$ cat src/rtl/booth_mult_pkg.sv
// Shared types for the sequential radix-2 Booth multiplier: FSM states and
// the recode of one multiplier bit pair into an add/subtract/no-op action.
package booth_mult_pkg;

   typedef enum logic [1:0] {
      IDLE,
      CALC,
      DONE
   } state_e;

   typedef enum logic [1:0] {
      NOP,
      ADD,
      SUB
   } booth_op_e;

   // Input is {b[i], b[i-1]}.
   function automatic booth_op_e booth_recode(input logic [1:0] pair);
      case (pair)
         2'b01:   return ADD;
         2'b10:   return SUB;
         default: return NOP;
      endcase
   endfunction

endpackage

$ cat src/rtl/booth_mult_seq_step.sv
// One combinational radix-2 Booth stage: recode, add/subtract the multiplicand
// into the upper half, then arithmetic-shift {hi, q, q_m1} right by one bit.
module booth_step
   import booth_mult_pkg::*;
#(
   parameter int WIDTH = 8
) (
   input  logic [WIDTH+1:0] i_hi,
   input  logic [WIDTH:0]   i_q,
   input  logic             i_q_m1,
   input  logic [WIDTH:0]   i_m,
   output logic [WIDTH+1:0] o_hi,
   output logic [WIDTH:0]   o_q,
   output logic             o_q_m1
);

   logic [WIDTH+1:0] w_m_ext;
   logic [WIDTH+1:0] w_sum;
   booth_op_e        w_op;

   // The upper half carries one guard bit, so subtracting the most negative
   // multiplicand cannot wrap before the shift.
   assign w_m_ext = {i_m[WIDTH], i_m};
   assign w_op    = booth_recode({i_q[0], i_q_m1});

   always_comb begin
      w_sum = i_hi;
      case (w_op)
         ADD:     w_sum = i_hi + w_m_ext;
         SUB:     w_sum = i_hi - w_m_ext;
         default: w_sum = i_hi;
      endcase
   end

   assign o_hi   = {w_sum[WIDTH+1], w_sum[WIDTH+1:1]};
   assign o_q    = {w_sum[0], i_q[WIDTH:1]};
   assign o_q_m1 = i_q[0];

endmodule

$ cat src/rtl/booth_mult_seq.sv
// Sequential radix-2 Booth multiplier, signed or unsigned, one step per cycle
// over WIDTH+1 steps, with valid/ready handshakes on both sides.
//
// state | meaning
// IDLE  | waiting for an operand pair, in_ready high
// CALC  | one Booth step per cycle, down-counter tracks steps left
// DONE  | product held on out_product until out_ready
module booth_mult_seq
   import booth_mult_pkg::*;
#(
   parameter int WIDTH = 8
) (
   input  logic                 clk,
   input  logic                 rst_n,
   input  logic                 in_valid,
   output logic                 in_ready,
   input  logic [WIDTH-1:0]     in_a,
   input  logic [WIDTH-1:0]     in_b,
   input  logic                 in_signed,
   output logic                 out_valid,
   input  logic                 out_ready,
   output logic [2*WIDTH-1:0]   out_product,
   output logic                 busy
);

   localparam int CW = $clog2(WIDTH + 1);

   state_e             r_state;
   logic [CW-1:0]      r_cnt;
   logic [WIDTH+1:0]   r_hi;
   logic [WIDTH:0]     r_q;
   logic               r_q_m1;
   logic [WIDTH:0]     r_m;
   logic [2*WIDTH-1:0] r_product;
   logic               r_in_ready;
   logic               r_out_valid;
   logic               r_busy;

   logic [WIDTH+1:0]   w_hi;
   logic [WIDTH:0]     w_q;
   logic               w_q_m1;

   booth_step #(
      .WIDTH (WIDTH)
   ) u_step (
      .i_hi   (r_hi),
      .i_q    (r_q),
      .i_q_m1 (r_q_m1),
      .i_m    (r_m),
      .o_hi   (w_hi),
      .o_q    (w_q),
      .o_q_m1 (w_q_m1)
   );

   always_ff @(posedge clk) begin
      if (!rst_n) begin
         r_state     <= IDLE;
         r_cnt       <= '0;
         r_hi        <= '0;
         r_q         <= '0;
         r_q_m1      <= 1'b0;
         r_m         <= '0;
         r_product   <= '0;
         r_in_ready  <= 1'b1;
         r_out_valid <= 1'b0;
         r_busy      <= 1'b0;
      end else begin
         case (r_state)
            IDLE: begin
               if (in_valid) begin
                  r_m        <= {in_signed & in_a[WIDTH-1], in_a};
                  r_q        <= {in_signed & in_b[WIDTH-1], in_b};
                  r_hi       <= '0;
                  r_q_m1     <= 1'b0;
                  r_cnt      <= CW'(WIDTH);
                  r_state    <= CALC;
                  r_in_ready <= 1'b0;
                  r_busy     <= 1'b1;
               end
            end
            CALC: begin
               r_hi   <= w_hi;
               r_q    <= w_q;
               r_q_m1 <= w_q_m1;
               if (r_cnt == '0) begin
                  // {hi, q} now holds the product; keep its low 2*WIDTH bits.
                  r_product   <= {w_hi[WIDTH-2:0], w_q};
                  r_state     <= DONE;
                  r_out_valid <= 1'b1;
               end else begin
                  r_cnt <= r_cnt - CW'(1);
               end
            end
            DONE: begin
               if (out_ready) begin
                  r_state     <= IDLE;
                  r_out_valid <= 1'b0;
                  r_busy      <= 1'b0;
                  r_in_ready  <= 1'b1;
               end
            end
            default: r_state <= IDLE;
         endcase
      end
   end

   assign in_ready    = r_in_ready;
   assign out_valid   = r_out_valid;
   assign busy        = r_busy;
   assign out_product = r_product;

endmodule

$ cat config.mk
export PLATFORM = sky130hd
export DESIGN_NAME = booth_mult_seq
export DESIGN_NICKNAME = d
export VERILOG_FILES = /design/src/rtl/booth_mult_pkg.sv /design/src/rtl/booth_mult_seq_step.sv /design/src/rtl/booth_mult_seq.sv
export SDC_FILE = /design/constraint.sdc
export NUM_CORES = 1
export LEC_CHECK = 0
export ABC_AREA = 1
export CORE_MARGIN = 5
export CORE_UTILIZATION = 50
export DETAILED_ROUTE_END_ITERATION = 8
export DONT_BUFFER_PORTS = 1
export MAX_ROUTING_LAYER = met4
export SYNTH_ARGS = -nofsm -noshare
export SYNTH_HDL_FRONTEND = slang
export SYNTH_SLANG_ARGS = --single-unit
$ cat constraint.sdc
create_clock -name clk -period 2.95 [get_ports clk]
set_clock_uncertainty 0.1 [all_clocks]
set_input_delay 0.4425 -clock clk [delete_from_list [all_inputs] [get_ports clk]]
set_output_delay 0.4425 -clock clk [all_outputs]
set_load 0.01 [all_outputs]
==> results of run 1 <==
[power by group through the flow]
stage	Sequential, mW	Combinational, mW	Clock, mW
after global routing	0.906	1.00	0.455
after global placement	0.908	0.846	0
after detailed placement	0.909	0.855	0
after floorplan	0.889	0.714	0
final	0.892	0.856	0.412
after CTS	0.893	0.859	0.425
[timing repair]
item | in CTS | in global routing
endpoints found under the setup margin | 0 | 1
gates resized for setup | 0 | 1
buffers inserted | 0 | 0
[Yosys cell counts (2+ instances only)]
library cell / instances / area, um2
a31oi_1: 11 / 68.8
xnor2_1: 2 / 17.5
inv_1: 51 / 191
inv_2: 7 / 26.3
nand2_1: 126 / 473
o21bai_1: 2 / 15.0
buf_2: 3 / 15.0
buf_1: 2 / 7.51
buf_4: 3 / 22.5
xor2_1: 7 / 61.3
nand4_1: 5 / 31.3
a21oi_1: 19 / 95.1
nand3_1: 34 / 170
ha_1: 13 / 163
nor3_1: 2 / 10.0
o21ai_0: 30 / 150
dfxtp_1: 53 / 1060
clkbuf_1: 5 / 18.8
o22ai_1: 2 / 12.5
nor2_2: 2 / 12.5
nor2_1: 20 / 75.1
[state kept, by name (all words and copies together) (netlist names)]
register and cells:
busy 1, in_ready 1, out_product 16, out_valid 1, r_cnt 4, r_hi 9, r_m 9, r_q 9
r_q_m1 1, r_state 2
[per-stage QoR]
step | setup WS, ns | std cells
final | 0.323 | 477
after global routing | 0.0158 | 477
after floorplan | 0.567 | 410
after detailed placement | 0.360 | 469
after CTS | 0.332 | 477
after global placement | 0.428 | 469
[routing by layer]
layer	share of wire	vias to the layer above	GRT usage	routed length, um
met5	0	-	-	0
met4	0.0086	0	0.0345	53
met3	0.055	5	0.0437	337
met2	0.44	55	0.276	2680
met1	0.50	1079	0.250	3080
li1	-	1304	-	-
[cell type report]
class / instances / share of cell area
multi-input combinational: 286 / 0.504
clock buffer: 6 / 0.0247
clock inverter: 2 / 0.00469
tap: 72 / 0.0307
sequential: 53 / 0.361
inverter: 58 / 0.0741
[cells by family (layout without fill, tap and decap cells)]
group                      after synthesis  after routing
AOI/OAI and AO/OA                       68             68
DFF                                     53             53
adders and majority gates               14             14
buffers and inverters                   71             66
xor gates and xnor gates                 9              9
and+or+nand+nor                        195            195
[how the worst max path moves through the flow]
| stage | from | to |
|---|---|---|
| after global placement | r_m[0] | r_hi[8] |
| after detailed placement | r_m[0] | r_hi[6] |
| after CTS | r_m[0] | r_hi[6] |
| after floorplan | r_q_m1 | r_hi[6] |
| final | r_m[0] | r_hi[6] |
| after global routing | r_m[0] | r_hi[6] |
==> flow_metrics.tcl, run 1 <==
set metrics [dict create \
    numCtsBuffers 5 \
    cts_hold_buf 0 \
    p_switching_mw 0.883 \
    layout.nets 439 \
    seq_power_share 0.413 \
    track_usage 0.182 \
    area_growth_pct 4.17 \
    gr-total-overflow 0 \
    die_h_um 85.1 \
    cp_num_buf_inv 5 \
    timing.hold.ws_ns 0.152 \
    h-tree-depth 2 \
    ys_warn_count 0 \
    dp_hpwl_mm 4.73 \
    grt_pass1_vias 2207 \
    yosys_register_bits 53 \
    power.share.clock 0.191 \
    final_cell_mix "nand2_1 (126), dfxtp_1 (53), inv_1 (51)" \
    viasPerCell 5.12 \
    path_class "flop to flop" \
    path_depth 19 \
    grt_max_degree 29 \
    combPwrFrac 0.396 \
    ys_seq_area_frac 0.376 \
    drive_above_1_share 0.0568 \
    synthMuxAreaShare 0 \
    drc 0 \
    p_sw_frac 0.408 \
    avgSynthCellArea_um2 6.88 \
    path_cells "inv_1, ha_1, inv_1, nor2_1, inv_1, nor3_2, or2_2, xor2_1, inv_1, ha_1, nand2_1, inv_1, a21oi_1, nand2_1, nand2_1, nand3_1, nand2_1, nand2_1, a21oi_1" \
    power_density_mw_per_mm2 736 \
    synth_xor_area_frac 0.0280 \
    path_clk_slew_ns 0.09 \
    synth_top_family_by_area "simple AND/OR/NAND/NOR gates" \
    antenna_found_initial 0 \
    vias 2443 \
    first_pass_iters 4 \
    cp_max_fo 5 \
    cp_data_required_time_ns 3.09 \
    power_mw 2.16 \
    p_int_mw 1.28 \
    worstSetupStartpointType "flop" \
    worst_pin_slew_ns 0.435 \
    async_flop_share 0 \
    grt_pass1_wl_mm 10.6 \
    diodes 0 \
    regArea_mm2 0.00106 \
    final.min_clock_period_ns 2.63 \
    clk_latency_ns 0.31 \
    cpLargestDelayFamily "simple AND/OR/NAND/NOR gates" \
    syn_area_mm2 0.00282 \
    hold_viol_final 0 \
    n_fill_cell 587 \
    synth_flop_cell "dfxtp_1" \
    cpPeakStageDelay_ns 0.38 \
    tns_ns 0 \
    clock_sinks 53 \
    ff2ff_path_depth 19 \
    stdcell_area_mm2 0.00294 \
    synth_compound_area_frac 0.131 \
    min_from "in_a[1]" \
    cp_slowest_cell "dfxtp_1" \
    finalMaxSlewViolations 0 \
    fin_util 0.533 \
    rows 27 \
    cp-end-kind "flop" \
    wl_per_cell_um 12.9 \
    power_leakage_nw 1.36 \
    multi_input_area_mm2 0.00148 \
    rsz0062_at_grt "false" \
    drt-total-wl_mm 6.15 \
    cts_tree "built" \
    setup_violations 0 \
    whs_path_depth 2 \
    relSlewSlack 0.707 \
    cts_buffer_depth 2 \
    hold_path_end "r_m[1]" \
    postSynthNetCount 445 \
    status "finished, final reports clean" \
    num_io_pins 40 \
    layout_commonest_cell "nand2_1" \
    ir_drop_v 0.000335 \
    place_area_mm2 0.00285 \
    core_mm2 0.00551 \
    dieArea_mm2 0.00724 \
    root_buffer "clkbuf_8" \
    synth_cell_type_count 32 \
    synth_edf_count 0 \
    hold_class "primary input to flop" \
    place.gp.congestion 0.866 \
    yosys.area_share.simple 0.300 \
    r2r_end "r_hi[6]" \
    start_util 0.512 \
    cp.arrival_ns 2.76 \
    r2r-start "r_m[0]" \
    portBuffers 0 \
    syn-instance-count 410 \
    die_w_um 85.1 \
    ant_nets 0 \
    max_freq_mhz 381 \
    synth_fa_ha_area_frac 0.0648 \
    maxCapViolations 0 \
    drt_iter0_drc 100 \
    fin_crit_sh 0.890 \
    reg2reg_slack_ns 0.32 \
]
(Power assumes the default switching activity.)
==> run 2, diff against run 1 <==
- SLEW_MARGIN: unset -> 20
- SYNTH_HIERARCHICAL: unset -> 1
==> run 2 against run 1 <==
  * Register-to-register slack worse by 0.07 ns
  * First-iteration DRC count fell by 7.0%
  * Total power decreased by 3.8%
  * Design area grew 5.8%
  * Largest cell class unchanged
  * Worst hold slack got worse by 0.048 ns
  * Wire length grew 3.4%
  * Sequential cell count increased by 1
  * Non-clock buffer count unchanged
==> flow_metrics.tcl, run 2 <==
set metrics [dict create \
    path_clk_slew_ns 0.10 \
    portBuffers 0 \
    synthTopCellsByArea "dfxtp_1 (36%), nand2_1 (13%), nor2_1 (9.8%)" \
    cpPeakStageDelay_ns 0.35 \
    first_pass_iters 4 \
    max_freq_mhz 371 \
    die_w_um 87.9 \
    fin_crit_sh 0.913 \
    synth_edf_count 0 \
    yosys_register_bits 54 \
    cts_hold_buf 0 \
    cp.arrival_ns 2.82 \
    postSynthNetCount 480 \
    worst_pin_slew_ns 0.633 \
    track_usage 0.184 \
    reg2reg_slack_ns 0.26 \
    yosysMostFrequentCell "nand2_1" \
    synth_cell_type_count 35 \
    maxCapViolations 0 \
    hold_class "primary input to flop" \
    rows 28 \
    cpLargestDelayFamily "simple AND/OR/NAND/NOR gates" \
    die_h_um 87.9 \
    grt_pass1_vias 2352 \
    dieArea_mm2 0.00773 \
    grt_pass1_wl_mm 10.9 \
    final_cell_mix "nand2_1 (107), nor2_1 (79), dfxtp_1 (52)" \
    yosysTopAreaCell "dfxtp_1" \
    ir_drop_v 0.000307 \
    cts_setup_buffers 0 \
    power_density_mw_per_mm2 669 \
    ant_nets 0 \
    vias 2512 \
    r2r_end "r_hi[8]" \
    drive_above_1_share 0.105 \
    layout.nets 463 \
    start_util 0.513 \
    ys_warn_count 6 \
    numCtsBuffers 5 \
    path_common_cell "nand2_1" \
    synth_common_cells "nand2_1 (108), nor2_1 (79), dfxtp_1 (54)" \
    area_growth_pct 2.31 \
    timing.hold.ws_ns 0.104 \
    root_buffer "clkbuf_8" \
    path_cells "inv_1, ha_2, inv_1, nor2_4, nand3_2, o31ai_4, xnor2_1, inv_1, ha_4, nand2_1, nor2_2, nand3_2, nand3_2, nand2_1, nand3_2, nand2_1, nand2_1, nand2_1, a21oi_1" \
    async_flop_share 0 \
    min_from "rst_n" \
    drt-total-wl_mm 6.36 \
    clk_latency_ns 0.31 \
    power_leakage_nw 1.39 \
    ys_seq_area_frac 0.356 \
    whs_path_depth 1 \
    ff2ff_path_depth 19 \
    cp_max_fo 4 \
    setup_violations 0 \
    num_io_pins 40 \
    synth_flop_cell "dfxtp_1" \
    gr-total-overflow 0 \
    drc 0 \
    final.min_clock_period_ns 2.69 \
    r2r-start "r_m[1]" \
    cts_tree "built" \
    cp_data_required_time_ns 3.07 \
    synth.top_cell.area_share 0.356 \
    relSlewSlack 0.575 \
    stdcell_area_mm2 0.00311 \
    drt_iter0_drc 93 \
    syn_area_mm2 0.00304 \
    antenna_found_initial 0 \
    cts_resized 0 \
    viasPerCell 4.98 \
    h-tree-depth 2 \
    largest_reg_flops 16 \
    layout_commonest_cell "nand2_1" \
    place.gp.congestion 0.862 \
    wl_per_cell_um 12.6 \
    avgSynthCellArea_um2 6.83 \
    cp-end-kind "flop" \
    status "finished, final reports clean" \
    hold_viol_final 0 \
    place_area_mm2 0.00296 \
    finalMaxSlewViolations 0 \
    grt_max_degree 36 \
    path_class "flop to flop" \
    clock_sinks 54 \
    syn-instance-count 445 \
    cp_slowest_cell "dfxtp_2" \
    diodes 0 \
    hold_path_end "in_ready" \
    worstSetupStartpointType "flop" \
    core_mm2 0.00592 \
    cp_num_buf_inv 3 \
    cts_buffer_depth 2 \
    dp_hpwl_mm 4.64 \
]
==> run 2: cell families (layout without fill, tap and decap cells) <==
logic type	after synthesis	count (layout)	synth area share
XOR/XNOR	8	8	0.0231
flip-flops	54	54	0.356
AO/OA/AOI/OAI	77	77	0.135
buffers and inverters	70	54	0.115
adder cells (fa/ha/maj)	14	14	0.0601
AND/OR/NAND/NOR	222	222	0.311
==> run 2: metrics by stage <==
step	power, mW	setup TNS (ns)	utilization	instances	setup WS, ns
floorplan	1.54	0	-	445	0.403
CTS	2.07	0	0.516	504	0.227
detailed placement	1.63	0	0.500	496	0.265
global route	2.26	-0.00909	0.525	504	-0.00909
global placement	1.62	0	0.500	496	0.273
finish	2.08	0	0.525	504	0.257
==> run 2: worst max path at each step <==
stage                     endpoint  slack, ns  cells after the start    from
after floorplan            r_hi[9]       0.40                     20  r_m[0]
after global placement     r_hi[4]       0.27                     15  r_m[0]
after detailed placement   r_hi[9]       0.26                     19  r_m[0]
after CTS                  r_hi[9]       0.23                     19  r_m[0]
after global routing       r_hi[8]     -0.009                     19  r_m[0]
final                      r_hi[8]       0.26                     19  r_m[1]
==> run 2: layout make-up <==
type / count / area [um2]
Clock buffer: 7 / 86.3
Clock inverter: 1 / 8.76
Fill cell: 634 / 2810
Inverter: 46 / 178
Multi-Input combinational cell: 321 / 1660
Sequential cell: 54 / 1080
Tap cell: 75 / 93.8
==> run 2: report_power, final <==
part,leakage (nW),total [mW],internal [mW],switching [mW]
Clock,0.0489,0.442,0.195,0.247
Sequential,0.443,0.907,0.819,0.0881
Combinational,0.895,0.730,0.263,0.467
Total,1.39,2.08,1.28,0.802
==> run 2: metal layers <==
| layer | routed length [um] | vias to the layer above | global-route usage |
|---|---|---|---|
| met5 | 0 | - | - |
| met4 | 78 | 0 | 0.0530 |
| met3 | 235 | 6 | 0.0395 |
| met2 | 3070 | 35 | 0.308 |
| met1 | 2980 | 1114 | 0.223 |
| li1 | - | 1357 | - |
==> run 3, diff against run 2 <==
- CORE_ASPECT_RATIO: unset -> 1.2
- CORE_UTILIZATION: 50 -> 36
==> run 3 against run 2 <==
  * Global-route usage decreased by 3.6 points
  * Critical path depth increased by 1
  * Non-clock buffer count unchanged
  * Fmax increased by 1.5%
  * Utilization decreased by 14 points
  * Total power increased by 0.77%
  * Clock power increased by 3%
  * Design area increased by 0.72%
  * Critical path type unchanged
  * Largest power group unchanged
==> flow_metrics.tcl, run 3 (same netlist as run 2, synthesis figures left out) <==
set metrics [dict create \
    hold_viol_final 0 \
    start_util 0.371 \
    combPwrFrac 0.348 \
    setup_violations 0 \
    hold_class "primary input to flop" \
    cts_hold_buf 0 \
    area_growth_pct 3.05 \
    drt-total-wl_mm 7.01 \
    wl_per_cell_um 12.9 \
    dieArea_mm2 0.0104 \
    portBuffers 0 \
    seq_power_share 0.435 \
    power_mw 2.09 \
    rows 36 \
    cp_slowest_cell "dfxtp_1" \
    path_common_cell "inv_1" \
    power_density_mw_per_mm2 669 \
    p_int_mw 1.27 \
    drt_iter0_drc 97 \
    num_io_pins 40 \
    track_usage 0.148 \
    clock_sinks 54 \
    fin_crit_sh 0.899 \
    drc 0 \
    final.min_clock_period_ns 2.65 \
    p_switching_mw 0.824 \
    path_clk_slew_ns 0.10 \
    n_fill_cell 897 \
    die_w_um 93.9 \
    maxCapViolations 0 \
    multi_input_area_mm2 0.00163 \
    die_h_um 111 \
    dp_hpwl_mm 5.20 \
    place.gp.congestion 0.873 \
    cp-end-kind "flop" \
    drive_above_1_share 0.0909 \
    cts_setup_buffers 0 \
    place_area_mm2 0.00301 \
    h-tree-depth 2 \
    layout_commonest_cell "nand2_1" \
    ant_nets 0 \
    layoutNonFillerInstCount 543 \
    final_cell_mix "nand2_1 (106), nor2_1 (79), dfxtp_1 (54)" \
    vias 2599 \
    grt_max_degree 36 \
    first_pass_iters 4 \
    path_cells "inv_1, ha_1, inv_1, nor2_2, nand3_1, o31ai_2, xnor2_1, inv_1, ha_4, nand2_2, inv_1, a21oi_1, nand3_2, inv_1, nand2_2, nand3_2, nand2_1, nand2_1, nand2_1, a21oi_1" \
    path_class "flop to flop" \
    cpPeakStageDelay_ns 0.34 \
    power_leakage_nw 1.38 \
    status "finished, final reports clean" \
    ir_drop_v 0.000363 \
    power.share.clock 0.217 \
    cp_data_required_time_ns 3.09 \
    core_mm2 0.00820 \
    p_sw_frac 0.393 \
    cp.arrival_ns 2.79 \
    grt_pass1_vias 2590 \
    gr-total-overflow 0 \
    placed_cells 535 \
    antenna_found_initial 0 \
    worstSetupStartpointType "flop" \
    numCtsBuffers 5 \
    diodes 0 \
    viasPerCell 4.79 \
    cp_max_fo 4 \
    max_freq_mhz 377 \
    cts_resized 0 \
    grt_pass1_wl_mm 12.1 \
    fin_util 0.382 \
    cts_buffer_depth 2 \
    finalMaxSlewViolations 0 \
    layout.nets 463 \
    largest_reg_flops 16 \
    regArea_mm2 0.00108 \
    relSlewSlack 0.592 \
    stdcell_area_mm2 0.00313 \
    clk_latency_ns 0.32 \
    cts_tree "built" \
    root_buffer "clkbuf_8" \
    tns_ns 0 \
    worst_pin_slew_ns 0.608 \
]
==> run 3: cell count changes in the layout (fill, tap and decap cells not counted), sizes merged <==
cell	previous run	this run
clkbuf	7	6
clkinvlp	0	1
==> run 3: final timing paths <==
path                             start  endpoint  slack [ns]  cells after the start
worst min register to register  r_q_m1    r_q_m1        0.37                      2
worst max register to register  r_m[0]   r_hi[8]        0.30                     20
worst min-delay path             rst_n  in_ready         0.1                      1
worst max-delay path            r_m[0]   r_hi[8]        0.30                     20
==> run 3: layout make-up <==
class | count | share of cell area
inverter | 46 | 0.0568
sequential | 54 | 0.345
clock buffer | 6 | 0.0264
tap | 114 | 0.0456
multi-input combinational | 321 | 0.521
clock inverter | 2 | 0.00520
==> run 3: per-stage QoR <==
step | setup WS [ns] | hold WS [ns]
final | 0.297 | 0.0959
after global routing | -0.00402 | 0.0913
after CTS | 0.215 | 0.0775
after detailed placement | 0.237 | 0.359
after global placement | 0.295 | 0.353
after floorplan | 0.403 | 0.339
==> run 3: layer usage <==
metal  track usage  up-vias  routed length, um
li1              -     1359                  -
met1         0.156     1184               2900
met2         0.259       45               3580
met3        0.0388       11                372
met4        0.0597        0                155
met5             -        -                  0
==> run 3: power groups by stage <==
stage	Combinational, mW	Clock [mW]	Sequential [mW]
after floorplan	0.643	0	0.901
after global placement	0.706	0	0.928
after detailed placement	0.715	0	0.929
after CTS	0.717	0.476	0.913
after global routing	0.845	0.500	0.925
final	0.728	0.455	0.911
==> run 3: worst max-delay path: cells and delay by family, from the launching register on <==
family	cells	cell delay [ns]
AND/OR/NAND/NOR	9	0.68
XOR/XNOR	1	0.15
adder cells (fa/ha/maj)	2	0.40
AO/OA/AOI/OAI	3	0.57
buffers and inverters	5	0.33
flip-flops	1	0.34
